**src/rtl/wb_initiator_seq.sv**
```systemverilog
// wb_initiator_seq: Wishbone B4 classic single-transfer initiator.
// One accepted command becomes one bus cycle and one ordered response.
module wb_initiator_seq #(
    parameter int AW      = 32,
    parameter int DW      = 32,
    parameter int TO_W    = 8,
    parameter int TIMEOUT = 255
) (
    input  logic            wb_clk_i,
    input  logic            wb_rst_ni,
    input  logic            cmd_valid_i,
    output logic            cmd_ready_o,
    input  logic            cmd_we_i,
    input  logic [AW-1:0]   cmd_adr_i,
    input  logic [DW-1:0]   cmd_dat_i,
    input  logic [DW/8-1:0] cmd_sel_i,
    output logic            rsp_valid_o,
    input  logic            rsp_ready_i,
    output logic [DW-1:0]   rsp_dat_o,
    output logic            rsp_err_o,
    output logic            busy_o,
    output logic            wbm_cyc_o,
    output logic            wbm_stb_o,
    output logic            wbm_we_o,
    output logic [DW/8-1:0] wbm_sel_o,
    output logic [AW-1:0]   wbm_adr_o,
    output logic [DW-1:0]   wbm_dat_o,
    input  logic            wbm_ack_i,
    input  logic [DW-1:0]   wbm_dat_i
);

    localparam int              SEL_W   = DW / 8;
    localparam logic            TO_EN   = (TIMEOUT != 0);
    localparam logic [TO_W-1:0] TO_LAST = TO_W'(TIMEOUT - 1);

    typedef enum logic [1:0] {
        IDLE,
        BUS,
        RESP
    } state_t;

    state_t          state_q;
    state_t          state_d;
    logic [TO_W-1:0] cnt_q;
    logic [TO_W-1:0] cnt_d;

    logic             cmd_ready_d;
    logic             cyc_d;
    logic             we_d;
    logic [SEL_W-1:0] sel_d;
    logic [AW-1:0]    adr_d;
    logic [DW-1:0]    dat_d;
    logic             rsp_valid_d;
    logic [DW-1:0]    rsp_dat_d;
    logic             rsp_err_d;

    assign busy_o    = (state_q != IDLE);
    assign wbm_stb_o = wbm_cyc_o;

    always_comb begin
        state_d     = state_q;
        cnt_d       = cnt_q;
        cmd_ready_d = cmd_ready_o;
        cyc_d       = wbm_cyc_o;
        we_d        = wbm_we_o;
        sel_d       = wbm_sel_o;
        adr_d       = wbm_adr_o;
        dat_d       = wbm_dat_o;
        rsp_valid_d = rsp_valid_o;
        rsp_dat_d   = rsp_dat_o;
        rsp_err_d   = rsp_err_o;

        unique case (state_q)
            IDLE: begin
                // Ready rises one edge after reset release.
                cmd_ready_d = 1'b1;
                if (cmd_valid_i && cmd_ready_o) begin
                    cmd_ready_d = 1'b0;
                    cyc_d       = 1'b1;
                    we_d        = cmd_we_i;
                    sel_d       = cmd_sel_i;
                    adr_d       = {cmd_adr_i[AW-1:2], 2'b00};
                    dat_d       = cmd_dat_i;
                    cnt_d       = '0;
                    state_d     = BUS;
                end
            end
            BUS: begin
                cnt_d = cnt_q + TO_W'(1);
                if (wbm_ack_i) begin
                    cyc_d       = 1'b0;
                    rsp_valid_d = 1'b1;
                    rsp_err_d   = 1'b0;
                    rsp_dat_d   = wbm_we_o ? '0 : wbm_dat_i;
                    state_d     = RESP;
                end else if (TO_EN && cnt_q == TO_LAST) begin
                    cyc_d       = 1'b0;
                    rsp_valid_d = 1'b1;
                    rsp_err_d   = 1'b1;
                    rsp_dat_d   = '0;
                    state_d     = RESP;
                end
            end
            RESP: begin
                if (rsp_ready_i) begin
                    rsp_valid_d = 1'b0;
                    cmd_ready_d = 1'b1;
                    state_d     = IDLE;
                end
            end
            default: begin
                state_d = IDLE;
            end
        endcase
    end

    always_ff @(posedge wb_clk_i) begin
        if (!wb_rst_ni) begin
            state_q     <= IDLE;
            cnt_q       <= '0;
            cmd_ready_o <= 1'b0;
            wbm_cyc_o   <= 1'b0;
            wbm_we_o    <= 1'b0;
            wbm_sel_o   <= '0;
            wbm_adr_o   <= '0;
            wbm_dat_o   <= '0;
            rsp_valid_o <= 1'b0;
            rsp_dat_o   <= '0;
            rsp_err_o   <= 1'b0;
        end else begin
            state_q     <= state_d;
            cnt_q       <= cnt_d;
            cmd_ready_o <= cmd_ready_d;
            wbm_cyc_o   <= cyc_d;
            wbm_we_o    <= we_d;
            wbm_sel_o   <= sel_d;
            wbm_adr_o   <= adr_d;
            wbm_dat_o   <= dat_d;
            rsp_valid_o <= rsp_valid_d;
            rsp_dat_o   <= rsp_dat_d;
            rsp_err_o   <= rsp_err_d;
        end
    end

endmodule

```
**config.mk**
```make
export PLATFORM = sky130hd
export DESIGN_NAME = wb_initiator_seq
export DESIGN_NICKNAME = d
export VERILOG_FILES = /design/src/rtl/wb_initiator_seq.sv
export SDC_FILE = /design/constraint.sdc
export NUM_CORES = 1
export LEC_CHECK = 0
export BUFFER_PORTS_ARGS = -buffer_cell sky130_fd_sc_hd__buf_2
export CAP_MARGIN = 25
export CORE_ASPECT_RATIO = 0.8
export CORE_MARGIN = 2
export CORE_UTILIZATION = 43
export CTS_BUF_LIST = sky130_fd_sc_hd__clkbuf_4 sky130_fd_sc_hd__clkbuf_8
export DETAILED_ROUTE_END_ITERATION = 12
export GPL_TIMING_DRIVEN = 0
export PLACE_DENSITY = 0.78
export SLEW_MARGIN = 10
export SYNTH_ARGS = -nofsm -noshare
export SYNTH_HDL_FRONTEND = slang
export SYNTH_SLANG_ARGS = --single-unit
```
**constraint.sdc**
```tcl
create_clock -name wb_clk_i -period 1.3 [get_ports wb_clk_i]
set_input_delay 0.26 -clock wb_clk_i [delete_from_list [all_inputs] [get_ports wb_clk_i]]
set_output_delay 0.26 -clock wb_clk_i [all_outputs]
set_load 0.01 [all_outputs]
```
# == After elaboration in Yosys (flattened, before gate mapping) ==
# Index checks and enable logic that the tools add are counted.
# totals
register_bits,113
latchBits,0
ramBits,0
rom_bits,0
wordCells,54
n_memories,0
# op_classes
addsub,1
multipliers,0
div,0
n_lt_le_gt_ge,0
eq_ne,6
shifts,0
n_mux,22
bitwise_logic,0
reduce_logical,14
# ops
cell,n
two-way mux 32 bit,3
case mux 8 bit (2 select lines),1
nonzero test 2 bit,5
two-way mux 1 bit,9
AND reduction 3 bit,3
adder 8 x 1 -> 8 bit (second input constant),1
equality test 8 bit (second input constant),1
two-way mux 2 bit,4
two-way mux 8 bit,1
AND reduction 2 bit,4
case mux 1 bit (2 select lines),3
case mux 2 bit (3 select lines),1
inequality test 2 bit (second input constant),2
inequality test 3 bit (second input constant),1
equality test 2 x 1 -> 1 bit (second input constant),1
equality test 2 bit (second input constant),1
zero test 2 bit,1
logical AND 1 bit,1

# == Depth between registers and ports, before layout ==
# Gate-level depths: netlist of the first run.
# logic_depth
depth_word,4
mapped_depth,7
ltp_nobuf,5

# == Worst setup path after synthesis of the first run ==
# Ideal clock, no wire load.
# synth_path
path_type,reg2reg
start,reg cnt_q[0]
end,reg state_q[0]
setup_time_ns,0.130
arrival_time_ns,1.165
required_time_ns,1.170
path_slack_ns,0.005
path_stages_with_launch,7
path_buffers,1
period_less_slack_ns,1.295
cell_sequence,dfxtp_1 -> inv_1 -> ha_1 -> nand3_1 -> o21ai_1 -> buf_4 -> o22ai_1
# synth_via
elab_chain_len,3
# synth_rtl
item,line_no,source
"start, declared",44,logic [TO_W-1:0] cnt_q;
"start signal, assigned",132,cnt_q <= cnt_d;
equality test 8 bit,96,end else if (TO_EN && cnt_q == TO_LAST) begin
inequality test 3 bit (no source line),-,
AND reduction 3 bit (no source line),-,
"end signal, assigned",131,state_q <= state_d;
"end, declared",42,state_t state_q;
# Every way passes these cells.
# A chain may end at the register's enable or synchronous reset.

# == Worst setup path in the final report of the first run ==
# layout_path
start,in wb_rst_ni
end,reg wbm_dat_o[24]
# layout_lines
item,line_no,source
"start, declared",10,"input logic wb_rst_ni,"
"end signal, assigned",138,wbm_dat_o <= dat_d;
"end, declared",27,"output logic [DW-1:0] wbm_dat_o,"
# No word-level cell between the ends.

==> out/qor.csv, run 1 <==
metric;value;unit
First-pass DRT Iterations;5;
Bufs on Longest Clock Path;2;
dpl hpwl;10000;um
slowest cell on the critical path;clkbuf_1;
CP most frequent cell;clkbuf_1;
actual slew at the worst max-slew pin;0.772;ns
FP Rows;33;
diode count;0;
Arr. time, crit path;1.73;ns
multi-input logic area;2780;um^2
combinational fraction of design power;18.0;%
Clk pwr share;41.0;%
cts hold-fix bufs;0;
final hold vios;0;
final WL;16900;um
Max rail drop VDD;1090;uV
post-synth cell types;39;
Max-Cap Viols;0;
Sw Share;26.6;%
DRC errors left;0;
top-count cell post-synth;nand2_1;
Worst Path Max Fanout;10;
Post-Syn Instances;552;
CTS sink cnt;113;
Remaining Overflow, GRT;0;
Starting DRT DRC Count;334;
Clock Latency Late Sink;0.43;ns
GRT Total Usage;23.9;%
post-route ant nets;0;
Fin Setup TNS;-5.65;ns
startpoint types;primary input;
fmax;691;MHz
io pins;213;
Post-synth EDFFs;0;
Layout Nets;929;
CP Class;primary input to flip-flop;
Die Span X;118;um
Worst EP required;1.58;ns
top routing layer in use;met4;
CTS tree;done;
Sequential Power Share;41.0;%
Mapped Area;4510;um^2
Internal;6.80;mW
failing checks;setup timing;
Placer Congestion;0.844;
#FFs+latches synth;113;
Commonest cells post-synth;169 x nand2_1, 113 x dfxtp_1, 76 x a21oi_1;
CP peak stage delay;0.60;ns
register area;2290;um^2
Synth Flop Type;dfxtp_1;
minimum clock period;1.45;ns
YS warnings;0;
Clock Tree Root;clkbuf_8;
routed len/inst;17.3;um
Clock transition at path regs;0.07;ns
Max Slew Vio Count;0;
initial core utilization;44.0;%
period utilisation layout;111;%
PortBufs;208;
final setup violation count;94;
dominant cell type by area after synthesis;dfxtp_1;
met1 wire length;6890;um
Die Height;95.6;um
Hold Crit Class;primary input to flip-flop;
Via Count;5237;
Worst Slack Setup Final;-0.148;ns
CTS Buf Count;17;
Finished Core Util;76.0;%
Leak Pwr;3.42;nW
Layout Skew;0.0103;ns
Die ar.;11300;um^2
Syn Area/Cell;8.16;um^2
ratio of cells with drive above 1 in the final layout;56.0;%
routed wire length on met3;1020;um
CTS H-Tree Depth;4;
dominant cells by area after synthesis;dfxtp_1 50%, nand2_1 14%, a21oi_1 8.4%;
Placeable Area;10200;um^2
first-pass GRT wire length;21500;um
RSZ-0062 raised after global routing;yes;
Switch Pwr;2.47;mW
Async SR Flop Fraction;0;%
crit-path cells;buf_2 -> inv_2 -> clkbuf_1 -> clkbuf_1 -> a21oi_2;
Vias/cell;5.38;
outcome;complete, but fails checks;
fillers;665;
Synth top area share;50.2;%
CP endpoint kind;flip-flop;
vias in the first global route;4499;
initial antenna violation count;0;
Syn-to-layout area delta;72.6;%
sequential share of the synthesized area;50.2;%
pin count of the biggest net entering global routing;17;
Pwr Density;1190;nW/um^2
metal2 WL;8420;um
Relative slew margins;48.5;%
-- per-stage QoR --
stage	power [mW]	cells	hold slack (ns)	worst slack, ns	area (um^2)
2_1_floorplan	4.36	553	0.366	0.00525	4510
3_3_place_gp	4.81	901	0.439	-0.305	5730
3_5_place_dp	4.85	901	0.446	-0.319	5730
4_1_cts	8.71	949	0.0304	-0.131	6530
5_1_grt	9.58	974	0.0672	-0.175	7780
6_report	9.27	974	0.0734	-0.148	7780
-- critical path: cells and delay by family --
kind	cells	cell delay [ns]
AOI/OAI and AO/OA	1	0.07
buffers and inverters	4	1.40
-- power groups by stage --
stage	clock network (mW)	logic [mW]	registers [mW]
floorplan	0	0.471	3.89
global placement	0	1.00	3.80
detailed placement	0	1.03	3.82
CTS	3.81	1.15	3.75
global route	4.00	1.76	3.82
finish	3.80	1.67	3.80
-- area by class of cell --
class                           instances  share of cell area, %
Multi-Input combinational cell        386                   35.7
Tap cell                              140                   2.25
Inverter                                6                  0.322
Timing Repair Buffer                  250                   20.8
Clock buffer                           23                   3.99
Clock inverter                          9                   1.95
Buffer                                 47                   5.57
Sequential cell                       113                   29.4
-- flip-flops by register name, summed over array words and instances, names as in the netlist --
name	count
wbm_dat_o	32
rsp_valid_o	1
wbm_sel_o	4
wbm_cyc_o	1
cnt_q	8
wbm_adr_o	30
wbm_we_o	1
state_q	2
cmd_ready_o	1
rsp_err_o	1
rsp_dat_o	32
-- cells in the final DEF (no fill, tap or decap), types with 3 or more instances in the layout --
master / instances
a21oi_1: 20
buf_4: 16
clkbuf_4: 4
buf_2: 211
a32oi_1: 27
a21oi_2: 56
or3_1: 3
inv_1: 4
buf_6: 22
buf_12: 4
clkbuf_1: 16
dfxtp_2: 6
nand2_4: 53
buf_8: 12
o211ai_1: 4
clkinv_2: 3
and2_1: 31
dfxtp_4: 5
clkbuf_8: 22
nand3_1: 5
clkbuf_16: 11
nand2_1: 102
o21ai_1: 29
bufinv_16: 4
a32oi_2: 4
o21ai_0: 3
dfxtp_1: 102
nand2_2: 14
-- repair_timing --
| action | CTS | global route |
|---|---|---|
| resized for setup | 62 | 258 |
| buffers inserted | 11 | 11 |
| pin swaps | 8 | 149 |
| endpoints found under the hold margin | 0 | 0 |
| setup endpoints to repair | 114 | 116 |
| gates cloned | 7 | 15 |
-- cell families (layout without fill, tap and decap cells) --
group / after synthesis / after routing / synth area share, %
buf+inv: 56 / 335 / 6.19
flops: 113 / 113 / 50.2
compound gates: 156 / 157 / 20.9
fa+ha+maj: 2 / 2 / 0.555
simple gates: 223 / 224 / 21.8
other cells: 1 / 2 / 0.0832
mux: 1 / 1 / 0.222
-- final timing paths --
path / start / endpoint / slack, ns / depth (start not counted)
worst max-delay path: wb_rst_ni / wbm_dat_o[24] / -0.15 / 5
worst min-delay path: wbm_dat_i[28] / rsp_dat_o[28] / 0.07 / 3
worst max register to register: state_q[1] / cnt_q[7] / -0.14 / 5
worst min register to register: wbm_dat_o[4] / wbm_dat_o[4] / 0.46 / 2
-- metal layers --
metal / track usage, % / vias to the layer above
met5: 0 / -
met4: 10.3 / 0
met3: 7.60 / 50
met2: 39.6 / 225
met1: 29.0 / 2525
li1: - / 2437
Note: power is estimated with default switching activity, not from simulation.
==> run 2: changes to the inputs <==
--- a/config.mk
+++ b/config.mk
@@ -5,15 +5,15 @@
 export SDC_FILE = /design/constraint.sdc
 export NUM_CORES = 1
 export LEC_CHECK = 0
-export BUFFER_PORTS_ARGS = -buffer_cell sky130_fd_sc_hd__buf_2
 export CAP_MARGIN = 25
 export CORE_ASPECT_RATIO = 0.8
 export CORE_MARGIN = 2
-export CORE_UTILIZATION = 43
+export CORE_UTILIZATION = 50
 export CTS_BUF_LIST = sky130_fd_sc_hd__clkbuf_4 sky130_fd_sc_hd__clkbuf_8
 export DETAILED_ROUTE_END_ITERATION = 12
+export DONT_BUFFER_PORTS = 1
 export GPL_TIMING_DRIVEN = 0
-export PLACE_DENSITY = 0.78
+export PLACE_DENSITY = 0.68
 export SLEW_MARGIN = 10
 export SYNTH_ARGS = -nofsm -noshare
 export SYNTH_HDL_FRONTEND = slang
==> run 2 against run 1 <==
Compared with the run above: the flow still finishes with violations (setup timing); register-to-register slack gained 0.06 ns; die area down 13%; first-iteration DRC count decreased by 8.4%; worst hold slack lost 0.065 ns; routed wire length shrank 16%.
==> out/qor.csv, run 2 (synthesis gave the netlist of run 1 again) <==
metric;value;unit
final WL;14100;um
PortBufs;0;
Sequential Power Share;47.9;%
Vias/cell;5.64;
Max rail drop VDD;799;uV
Worst Path Max Fanout;9;
Post-Place Cell Area;4650;um^2
Crit Reg-Reg Endpoint;wbm_dat_o[9];
R2R setup slack;-0.08;ns
diode count;0;
Hold Crit Class;primary input to flip-flop;
failing checks;setup timing;
Max Slew Vio Count;0;
Placer Congestion;0.768;
reg-to-reg startpoint;state_q[1];
Die Span X;110;um
Placeable Area;8630;um^2
GRT Total Usage;27.3;%
CP Class;flip-flop to flip-flop;
Pwr Density;1260;nW/um^2
actual slew at the worst max-slew pin;0.647;ns
first-pass GRT wire length;20400;um
Max-Cap Viols;0;
Worst R2R Path Depth;6;
combinational fraction of design power;12.4;%
final hold vios;0;
Remaining Overflow, GRT;0;
CP peak stage delay;0.38;ns
fmax;724;MHz
outcome;complete, but fails checks;
Worst Slack Setup Final;-0.0816;ns
Die ar.;9790;um^2
Fin Setup TNS;-1.29;ns
Final Instance Area;6410;um^2
vias in the first global route;4267;
top routing layer in use;met4;
metal2 WL;6920;um
Final Power;8.08;mW
most common cell after layout, fill and taps aside;nand2_1;
Internal;5.93;mW
Switch Pwr;2.14;mW
period utilisation layout;106;%
CTS tree;done;
Clock transition at path regs;0.07;ns
dpl hpwl;8530;um
Critical Path End;wbm_dat_o[9];
slowest cell on the critical path;dfxtp_4;
initial core utilization;52.2;%
FP Rows;30;
pin count of the biggest net entering global routing;17;
io pins;213;
initial antenna violation count;0;
CP most frequent cell;buf_6;
startpoint types;flip-flop;
hold_sp;cmd_adr_i[22];
First-pass DRT Iterations;5;
met1 wire length;5560;um
largest registers;rsp_dat_o: 32 flops, wbm_dat_o: 32 flops, wbm_adr_o: 30 flops;
Worst Setup SP;state_q[1];
Starting DRT DRC Count;306;
CTS H-Tree Depth;4;
Bufs on Longest Clock Path;2;
crit-path cells;and4bb_1 -> buf_6 -> buf_8 -> buf_6 -> nand2_1 -> a21oi_1;
post-route ant nets;0;
Die Height;88.9;um
CTS Buf Count;17;
Relative slew margins;56.9;%
commonest cells after routing, fill and taps aside;164 x nand2_1, 103 x dfxtp_1, 94 x dlygate4sd3_1;
Layout Nets;790;
Clock Tree Root;clkbuf_8;
Syn-to-layout area delta;42.3;%
ratio of cells with drive above 1 in the final layout;17.0;%
Worst EP required;1.64;ns
dpl ws;-0.274;ns
DRC errors left;0;
Clock Latency Late Sink;0.42;ns
Leak Pwr;2.33;nW
Arr. time, crit path;1.72;ns
RSZ-0062 raised after global routing;yes;
Clk pwr share;39.8;%
CTS sink cnt;113;
final setup violation count;55;
Sw Share;26.5;%
routed wire length on met3;1320;um
minimum clock period;1.38;ns
Layout Skew;0.0117;ns
Via Count;4551;
CP endpoint kind;flip-flop;
routed len/inst;17.5;um
==> run 2: cell types whose count changed in the layout (fill, tap and decap cells not counted), sizes merged <==
cell and delta:
dlygate4sd3 +94, bufinv -2, and4bb -1, buf -222
bufbuf +1, clkbuf -12, clkinv +3, o21ai -1
clkinvlp +1
==> run 2: stage by stage <==
step                      hold slack (ns)  instances  utilization (%)
after floorplan                     0.366        553                -
after global placement              0.370        665             53.9
after detailed placement            0.379        665             53.9
after CTS                        0.000131        802             72.3
after global routing              0.00481        807             74.3
final                             0.00845        807             74.3
==> run 2: critical path: cells and delay by family (launching register included) <==
kind	cells	cell delay [ns]
compound gates	1	0.14
simple gates	2	0.37
flops	1	0.38
buf+inv	3	0.40
==> run 2: layout make-up <==
class                   instances  area (um^2)
clock inverters                11          114
multi-input cells             384         2120
inverters                       6         25.0
fillers                       606         2220
repair buffers                111         1120
clock buffers                  21          270
plain buffers                  49          340
well taps                     112          140
flip-flops and latches        113         2290
==> run 2: per-layer routing <==
metal,GRT usage [%],vias up
li1,-,2146
met1,31.3,2143
met2,46.7,228
met3,9.69,34
met4,11.3,0
met5,0,-
==> run 2: what timing repair did <==
action / in CTS / in global routing
hold buffers: 94 / 0
pin swaps: 4 / 10
cloned: 6 / 0
setup buffers: 6 / 5
setup endpoints to repair: 110 / 107
hold endpoints to repair: 94 / 0
gates resized for setup: 54 / 50
==> run 2: worst min path at each step <==
stage	depth (start not counted)	endpoint	slack, ns
5_1_grt	2	rsp_dat_o[20]	0.005
3_3_place_gp	1	rsp_err_o	0.37
6_report	2	wbm_adr_o[22]	0.008
3_5_place_dp	1	rsp_err_o	0.38
4_1_cts	2	rsp_dat_o[20]	0.0001
2_1_floorplan	1	rsp_err_o	0.37
==> run 2: power by group through the flow <==
stage / Clock, mW / Combinational [mW] / Sequential [mW]
floorplan: 0 / 0.471 / 3.89
global placement: 0 / 0.581 / 3.93
detailed placement: 0 / 0.602 / 3.94
CTS: 3.23 / 0.927 / 3.87
global route: 3.41 / 1.09 / 3.89
finish: 3.21 / 1.00 / 3.87
